===== config.mk =====
export PLATFORM = sky130hd
export DESIGN_NAME = bus_uart_tx
export DESIGN_NICKNAME = d
export VERILOG_FILES = /design/src/rtl/bus_uart_pkg.sv /design/src/rtl/bus_uart_fifo.sv /design/src/rtl/bus_uart_tx.sv
export SDC_FILE = /design/constraint.sdc
export NUM_CORES = 1
export LEC_CHECK = 0
export CORE_AREA = 8 8 134 124
export CTS_BUF_LIST = sky130_fd_sc_hd__clkbuf_4
export CTS_CLUSTER_DIAMETER = 50
export DETAILED_ROUTE_END_ITERATION = 7
export DIE_AREA = 0 0 142 132
export GPL_TIMING_DRIVEN = 1
export PLACE_DENSITY_LB_ADDON = 0.05
export SLEW_MARGIN = 20
export SYNTH_ARGS = -nofsm -noshare
export SYNTH_HDL_FRONTEND = slang
export SYNTH_SLANG_ARGS = --single-unit

===== constraint.sdc =====
create_clock -name clk -period 3.65 [get_ports clk]
set_input_delay 0.73 -clock clk [delete_from_list [all_inputs] [get_ports clk]]
set_output_delay 0.73 -clock clk [all_outputs]
set_load 0.05 [all_outputs]

===== src/rtl/bus_uart_pkg.sv =====
// rtl/bus_uart_pkg.sv - shared constants and types for the bus UART transmitter
package bus_uart_pkg;

  localparam int DIV_W = 16;

  localparam logic [1:0] REG_DIV    = 2'd0;
  localparam logic [1:0] REG_DATA   = 2'd1;
  localparam logic [1:0] REG_STATUS = 2'd2;
  localparam logic [1:0] REG_RSVD   = 2'd3;

  localparam int STATUS_BUSY    = 0;
  localparam int STATUS_FULL    = 1;
  localparam int STATUS_EMPTY   = 2;
  localparam int STATUS_CNT_LSB = 8;

  typedef enum logic [1:0] {
    ST_IDLE  = 2'd0,
    ST_START = 2'd1,
    ST_DATA  = 2'd2,
    ST_STOP  = 2'd3
  } tx_state_t;

  // Bit periods below two cycles are not usable, so the latched divider is floored.
  function automatic logic [DIV_W-1:0] clamp_div(input logic [DIV_W-1:0] d);
    return (d < DIV_W'(2)) ? DIV_W'(2) : d;
  endfunction

endpackage


===== src/rtl/bus_uart_fifo.sv =====
// rtl/bus_uart_fifo.sv - synchronous show-ahead FIFO with occupancy count
module bus_uart_fifo #(
  parameter int DEPTH = 8,
  parameter int WIDTH = 8
) (
  input  logic                     clk,
  input  logic                     resetn,
  input  logic                     push,
  input  logic [WIDTH-1:0]         wdata,
  input  logic                     pop,
  output logic [WIDTH-1:0]         rdata,
  output logic                     full,
  output logic                     empty,
  output logic [$clog2(DEPTH):0]   count
);

  localparam int AW = $clog2(DEPTH);
  localparam int CW = AW + 1;

  logic [WIDTH-1:0] mem [DEPTH];
  logic [AW-1:0]    wr_ptr;
  logic [AW-1:0]    rd_ptr;
  logic             do_push;
  logic             do_pop;

  assign full    = (count == CW'(DEPTH));
  assign empty   = (count == '0);
  assign do_push = push && !full;
  assign do_pop  = pop && !empty;
  assign rdata   = mem[rd_ptr];

  always_ff @(posedge clk) begin
    if (do_push) begin
      mem[wr_ptr] <= wdata;
    end
  end

  // Pointers are exactly log2(DEPTH) wide, so they wrap modulo DEPTH for free.
  always_ff @(posedge clk) begin
    if (!resetn) begin
      wr_ptr <= '0;
      rd_ptr <= '0;
      count  <= '0;
    end else begin
      if (do_push) begin
        wr_ptr <= wr_ptr + 1'b1;
      end
      if (do_pop) begin
        rd_ptr <= rd_ptr + 1'b1;
      end
      if (do_push && !do_pop) begin
        count <= count + 1'b1;
      end else if (do_pop && !do_push) begin
        count <= count - 1'b1;
      end
    end
  end

endmodule


===== src/rtl/bus_uart_tx.sv =====
// rtl/bus_uart_tx.sv - memory-mapped 8N1 UART transmitter on the PicoRV32 valid/ready bus
module bus_uart_tx
  import bus_uart_pkg::*;
#(
  parameter logic [31:0] BASE_ADDR   = 32'h2000_0000,
  parameter int          FIFO_DEPTH  = 8,
  parameter int          DEFAULT_DIV = 104
) (
  input  logic        clk,
  input  logic        resetn,
  input  logic        mem_valid,
  output logic        mem_ready,
  input  logic [31:0] mem_addr,
  input  logic [31:0] mem_wdata,
  input  logic [3:0]  mem_wstrb,
  output logic [31:0] mem_rdata,
  output logic        tx,
  output logic        fifo_empty
);

  localparam int CW = $clog2(FIFO_DEPTH) + 1;

  logic [DIV_W-1:0] div;
  logic [CW-1:0]    q_count;
  logic             q_full;
  logic             q_empty;
  logic [7:0]       q_rdata;
  logic             push;
  logic             pop;

  logic             hit;
  logic             is_write;
  logic             data_push_req;
  logic             stall;
  logic             take;
  logic [1:0]       reg_off;
  logic [7:0]       count8;
  logic [31:0]      status;
  logic [31:0]      rdata_n;

  tx_state_t        state;
  tx_state_t        state_n;
  logic [7:0]       shreg;
  logic [2:0]       bit_idx;
  logic [DIV_W-1:0] bit_cnt;
  logic [DIV_W-1:0] eff_div;
  logic [DIV_W-1:0] div_latch;
  logic             tick;

  logic             unused;
  assign unused = ^{mem_addr[1:0], mem_wdata[31:16]};

  assign hit           = (mem_addr[31:4] == BASE_ADDR[31:4]);
  assign reg_off       = mem_addr[3:2];
  assign is_write      = |mem_wstrb;
  assign data_push_req = is_write && (reg_off == REG_DATA) && mem_wstrb[0];
  // A push into a full FIFO is held off entirely; the request is taken once room appears.
  assign stall         = data_push_req && q_full;
  assign take          = resetn && mem_valid && !mem_ready && hit && !stall;
  assign push          = take && data_push_req;
  assign count8        = 8'(q_count);

  always_comb begin
    status = '0;
    status[STATUS_BUSY]              = (state != ST_IDLE);
    status[STATUS_FULL]              = q_full;
    status[STATUS_EMPTY]             = q_empty;
    status[STATUS_CNT_LSB +: 8]      = count8;
  end

  always_comb begin
    rdata_n = '0;
    if (!is_write) begin
      case (reg_off)
        REG_DIV:    rdata_n = {16'b0, div};
        REG_DATA:   rdata_n = status;
        REG_STATUS: rdata_n = status;
        default:    rdata_n = '0;
      endcase
    end
  end

  always_ff @(posedge clk) begin
    if (!resetn) begin
      mem_ready <= 1'b0;
      mem_rdata <= '0;
      div       <= DIV_W'(DEFAULT_DIV);
    end else begin
      mem_ready <= take;
      mem_rdata <= take ? rdata_n : '0;
      if (take && is_write && (reg_off == REG_DIV)) begin
        if (mem_wstrb[0]) begin
          div[7:0] <= mem_wdata[7:0];
        end
        if (mem_wstrb[1]) begin
          div[15:8] <= mem_wdata[15:8];
        end
      end
    end
  end

  bus_uart_fifo #(
    .DEPTH (FIFO_DEPTH),
    .WIDTH (8)
  ) u_fifo (
    .clk    (clk),
    .resetn (resetn),
    .push   (push),
    .wdata  (mem_wdata[7:0]),
    .pop    (pop),
    .rdata  (q_rdata),
    .full   (q_full),
    .empty  (q_empty),
    .count  (q_count)
  );

  assign tick       = (bit_cnt == '0);
  assign div_latch  = clamp_div(div);
  assign fifo_empty = q_empty && (state == ST_IDLE);

  always_comb begin
    state_n = state;
    pop     = 1'b0;
    tx      = 1'b1;
    case (state)
      ST_IDLE: begin
        if (!q_empty) begin
          pop     = 1'b1;
          state_n = ST_START;
        end
      end
      ST_START: begin
        tx = 1'b0;
        if (tick) begin
          state_n = ST_DATA;
        end
      end
      ST_DATA: begin
        tx = shreg[0];
        if (tick && (bit_idx == 3'd7)) begin
          state_n = ST_STOP;
        end
      end
      ST_STOP: begin
        if (tick) begin
          if (!q_empty) begin
            pop     = 1'b1;
            state_n = ST_START;
          end else begin
            state_n = ST_IDLE;
          end
        end
      end
      default: state_n = ST_IDLE;
    endcase
  end

  always_ff @(posedge clk) begin
    if (!resetn) begin
      state   <= ST_IDLE;
      shreg   <= '0;
      bit_idx <= '0;
      bit_cnt <= '0;
      eff_div <= DIV_W'(2);
    end else begin
      state <= state_n;
      // The divider is sampled only at a pop, so mid-frame DIV writes wait for the next byte.
      if (pop) begin
        shreg   <= q_rdata;
        eff_div <= div_latch;
        bit_cnt <= div_latch - DIV_W'(1);
        bit_idx <= '0;
      end else if (state != ST_IDLE) begin
        if (tick) begin
          bit_cnt <= eff_div - DIV_W'(1);
          if (state == ST_DATA) begin
            shreg   <= {1'b0, shreg[7:1]};
            bit_idx <= bit_idx + 3'd1;
          end
        end else begin
          bit_cnt <= bit_cnt - DIV_W'(1);
        end
      end
    end
  end

endmodule

# Yosys cells after proc, flatten, opt, wreduce, memory -nomap -nowiden
# Memory sizes are Yosys's and may differ from the RTL's. A register that Yosys moved wholly into a read port is not among the register bits.
# Cells that the tools add are included.
[word_totals]
ff_bits = 104
mem_bits_rw = 64
input_bits = 71
elab_cells = 101
memories = 1
[mem_list]
columns = ["name", "words", "word_bits", "rd", "rd_clocked_by_memory_dff", "wr", "line_no", "text"]
rows = [
  ["u_fifo.mem", 8, 8, 1, 1, 1, "bus_uart_fifo.sv:20", "logic [WIDTH-1:0] mem [DEPTH];"],
]
[classes]
add_sub_neg = 8
n_lt_le_gt_ge = 1
n_eq_ne = 12
muxes = 25
bitwise_logic = 2
n_reduce_logical = 40
[op_table]
columns = ["op", "count"]
rows = [
  ["$mux W16", 4],
  ["$sub A16 B1 Y16 const B", 3],
  ["$mux W8", 4],
  ["$pmux W16 S2", 1],
  ["$eq A28 B26 Y1 const B", 1],
  ["$logic_and A1 B1 Y1", 16],
  ["$logic_not A16 Y1", 1],
  ["$lt A16 B2 Y1 const B", 1],
  ["$reduce_bool A2 Y1", 5],
  ["$add A3 B1 Y3 const B", 3],
  ["$mux W2", 4],
  ["$mux W4", 2],
  ["$ne A2 B2 Y1 const B", 4],
  ["$pmux W2 S4", 1],
  ["$eq A2 B2 Y1 const B", 3],
  ["$logic_not A1 Y1", 6],
  ["$mux W3", 2],
  ["$reduce_and A3 Y1", 2],
  ["$reduce_or A6 Y1", 1],
  ["$mux W1", 5],
  ["$add A4 B1 Y4 const B", 1],
  ["$eq A2 B1 Y1 const B", 2],
  ["$eq A4 B4 Y1 const B", 1],
  ["$logic_not A2 Y1", 2],
  ["9 further kinds", 13],
]

# Longest topological paths before layout
[depth]
ltp_word = 12
ltp_mapped = 17
mapped_depth_nobuf = 14

# Modules after synthesis
# From an unflattened synthesis, not the netlist that was laid out.
[hier_totals]
hier_cells = 645
area_unflattened_um2 = 7170.6
[modules_own_cells]
columns = ["mod", "instances", "cells_each", "area_each_um2"]
rows = [
  ["bus_uart_tx", 1, 479, 4077.7],
  ["bus_uart_fifo", 1, 166, 3093.0],
]

# Worst setup path before layout
# Ideal clock, no wire load.
[synth_path]
path_type = "reg-to-reg"
start = "register state[1]"
end = "register u_fifo.count[3]"
setup_ps = 71
arrival_ps = 3462
path_slack_ps = 117
stages_incl_launch_ff = 18
synth_period_minus_slack_ps = 3533
path_cell_list = "dfxtp_1 -> inv_1 -> ha_1 -> and2b_4 -> nand2_4 -> o31ai_4 -> inv_4 -> buf_2 -> buf_2 -> buf_2 -> ha_1 -> inv_1 -> ha_1 -> a21o_1 -> a21oi_1 -> xnor2_1 -> or3_1 -> a21oi_1"
[synth_via]
elab_chain_cells = 6
[synth_lines]
columns = ["element", "line_no", "text"]
rows = [
  ["start: declaration", "bus_uart_tx.sv:41", "tx_state_t state;"],
  ["start signal: assignment", "bus_uart_tx.sv:166", "state <= state_n;"],
  ["$eq A2 B2 Y1 / $logic_not A2 Y1 (equally long branches)", "bus_uart_tx.sv:125", "case (state)"],
  ["$pmux W1 S2 *", "bus_uart_tx.sv:125", ""],
  ["$logic_and A1 B1 Y1 *", "bus_uart_fifo.sv:29", "assign do_pop = pop && !empty;"],
  ["$logic_not A1 Y1", "bus_uart_fifo.sv:51", "if (do_push && !do_pop) begin"],
  ["$logic_and A1 B1 Y1", "bus_uart_fifo.sv:51", ""],
  ["$mux W4 / $reduce_bool A2 Y1 (equally long branches)", "-", ""],
  ["end signal: assignment", "bus_uart_fifo.sv:52", "count <= count + 1'b1;"],
  ["end signal: assignment", "bus_uart_fifo.sv:54", "count <= count - 1'b1;"],
  ["end: declaration", "bus_uart_fifo.sv:14", "output logic [$clog2(DEPTH):0] count"],
]
# Every way passes the cells marked *; elsewhere a longest branch is shown, timed or not.
# A chain may end at the register's enable or synchronous reset.

# Final worst setup path
# Same ends and word-level chain as after synthesis.

==> results.ini <==
[cts]
cts_setup_buffers = 0
cts_sinks = 155
clk_latency_ns = 0.55
htree_levels = 4
cts_tree = built
holdBufCountCts = 0
cts_buffer_depth = 2
numCtsBuffers = 17
cts_resized = 0
root_buffer = clkbuf_4
clkTransAtPathRegs_ns = 0.15

[final_layout]
drive_gt1_share_pct = 14.6
fin_nets = 809
multi_input_area_mm2 = 0.00312
syn_to_final_growth_pct = 18.3
final_util_pct = 58.6
fin_area_mm2 = 0.00841
nFillCells = 1236
seqCellArea_mm2 = 0.00374

[route]
vias_per_cell = 5.57
drc = 0
postRouteAntennaNets = 0
wl_um = 17100
wl_per_cell_um = 18.4
drtPass1Iterations = 6
drt_iter0_drc = 377
num_vias = 5193

[global_routing]
grt_pass1_wl_um = 27900
antenna_found_initial = 1
grt_pass1_vias = 5475
grt_max_degree = 31
overflow = 0
track_usage_pct = 18.9

[power]
power_density_mw_per_mm2 = 749
swShare_pct = 42.0
combPwrFrac_pct = 48.5
power_switching_w = 0.00265
p_leak_nw = 3.09
clock_power_share_pct = 17.0
intPower_w = 0.00366
power_frac_seq_pct = 34.5
ir_drop_uv = 365

[placement]
place.gp.congestion = 0.850
dp_hpwl_um = 12500
io_buffers = 71
placed_area_mm2 = 0.00812

[critical_path]
cp.required_ns = 4.15
crit_family = compound AO/OA/AOI/OAI gates
crit_path_max_fanout = 9
end_kind = flop
worstPathCellList = inv_1, ha_1, and2b_4, nand2_4, o31ai_4, inv_4, ha_1, inv_1, ha_1, a21o_1, a21oi_1, xnor2_1, or3_1, a21oi_1
critical_path_arrival_ns = 3.84
path_buf_inv = 3
worstSetupPathType = flop to flop
start_kind = flop
crit_path_frequent_cell = ha_1
cpMaxStageDelayCell = dfxtp_1
crit_path_max_incr_delay_ns = 0.43

[floorplan]
core_area_mm2 = 0.0143
die-area_mm2 = 0.0187
num_rows = 42
die_h_um = 132
initial_utilization_pct = 49.6
die_w_um = 142
pin_count = 106

[logic_synthesis]
ys.flop_type = dfxtp_1
yosysTopAreaCell = edfxtp_1
ys_warn_count = 0
synth_most_common_cell = dfxtp_1
avgSynthCellArea_um2 = 11.3
synth_top_area_share_pct = 27.0
syn_inst = 629
synth_area_mm2 = 0.00711
ys_seq_area_share_pct = 52.6
ys_ff_latch = 155
synth.top_cells.by_area = edfxtp_1, dfxtp_1, mux4_2
synth_commonest_cells = dfxtp_1, edfxtp_1, nor2_1
synth_edf_count = 64
synthArstFlopShare_pct = 0
synth.distinct_cells = 84

[timing]
drv_slew = 0
rsz0062_at_grt = no
slew_headroom_pct = 48.6
skew_ns = 0.0301
min_period_ns = 3.34
max_freq_mhz = 300
tns_ns = 0
period_share_pct = 91.4
tightest_slew_ns = 0.770
report.final.hold_viol_count = 0
setup_viol_count_final = 0

[min_path]
hp-class = flop to flop

[status]
status = completed

[job]
maxCapViolCount = 0

==> worst min-delay path, cell delays in order, from the launching register on <==
cell,delay (ns)
dfxtp_1,0.33
nand2_1,0.05
a21oi_1,0.05
==> sequential cells by signal, indices dropped and copies added, names as in the netlist, named ones only <==
register,count
state,2
shreg,8
bit_cnt,16
div,16
u_fifo.rd_ptr,3
u_fifo.count,4
mem_ready,1
u_fifo.wr_ptr,3
u_fifo.mem,64
eff_div,16
mem_rdata,16
bit_idx,3
==> cell type report <==
type / count / area share (%)
clock buffers: 18 / 1.61
repair buffers: 103 / 11.3
flip-flops and latches: 155 / 44.5
diodes: 1 / 0.0297
multi-input cells: 430 / 37.1
clock inverters: 13 / 1.87
well taps: 198 / 2.94
inverters: 14 / 0.654
==> per-stage QoR <==
stage               total power [W]  std cells  hold WS (ns)  setup WS, ns
floorplan                   0.00447        644         0.432         0.117
global placement            0.00517        900         0.441       -0.0109
detailed placement          0.00525        900         0.447        -0.110
CTS                         0.00632        931         0.463        0.0563
global route                0.00671        932         0.489        0.0589
finish                      0.00630        932         0.461         0.313
==> path summary, 6_finish.rpt <==
check | start | slack (ns) | cells past startpoint | endpoint
min reg2reg | eff_div[6]$_SDFFE_PN0N_ | 0.46 | 2 | eff_div[6]$_SDFFE_PN0N_
min | eff_div[6]$_SDFFE_PN0N_ | 0.46 | 2 | eff_div[6]$_SDFFE_PN0N_
max reg2reg | state[1]$_SDFFE_PN0P_ | 0.31 | 14 | u_fifo.count[3]$_SDFFE_PN0P_
max | state[1]$_SDFFE_PN0P_ | 0.31 | 14 | u_fifo.count[3]$_SDFFE_PN0P_
==> power by group through the flow <==
stage | clock network [W] | logic [W] | registers, W
2_1_floorplan | 0 | 0.00233 | 0.00213
3_3_place_gp | 0 | 0.00296 | 0.00221
3_5_place_dp | 0 | 0.00304 | 0.00221
4_1_cts | 0.00110 | 0.00304 | 0.00217
5_1_grt | 0.00116 | 0.00335 | 0.00220
6_report | 0.00107 | 0.00306 | 0.00217
==> logic make-up (layout without fill, tap and decap cells) <==
family	after synthesis	in the layout	share of synthesized area, %
AND/OR/NAND/NOR	198	198	14.5
flip-flops	155	155	52.6
AO/OA/AOI/OAI	138	138	14.0
buffers and inverters	59	148	4.40
multiplexers	49	49	9.85
adder cells (fa/ha/maj)	17	17	3.10
XOR/XNOR	12	12	1.48
other	1	17	0.0527
==> metal layers <==
metal | up-vias | wire length, um | track usage, %
li1 | 2505 | - | -
met5 | - | 0 | 0
met1 | 2519 | 7990 | 25.1
met3 | 20 | 1000 | 4.82
met4 | 0 | 206 | 6.20
met2 | 149 | 7910 | 29.5
==> cells in the final DEF (no fill, tap or decap), types with 5 or more instances in the layout <==
cell	netlist	routed
or3_1	7	7
ha_1	16	16
nand2b_1	5	5
nor2_1	60	60
dfxtp_1	91	91
inv_1	12	12
nand4_1	6	6
nand2_1	52	52
clkbuf_4	0	18
clkdlybuf4s50_1	0	70
buf_4	17	32
and3_1	9	9
nor2b_1	7	7
a31oi_1	6	6
xnor2_1	6	6
mux2i_1	30	30
edfxtp_1	64	64
o21a_1	5	5
o21ai_0	20	20
a22oi_1	7	7
a211oi_1	19	19
mux4_2	16	16
xor2_1	6	6
nor4_1	9	8
nor3_1	13	13
a21oi_1	38	38
conb_1	1	16
No activity file was read; power rests on OpenSTA's default activity.
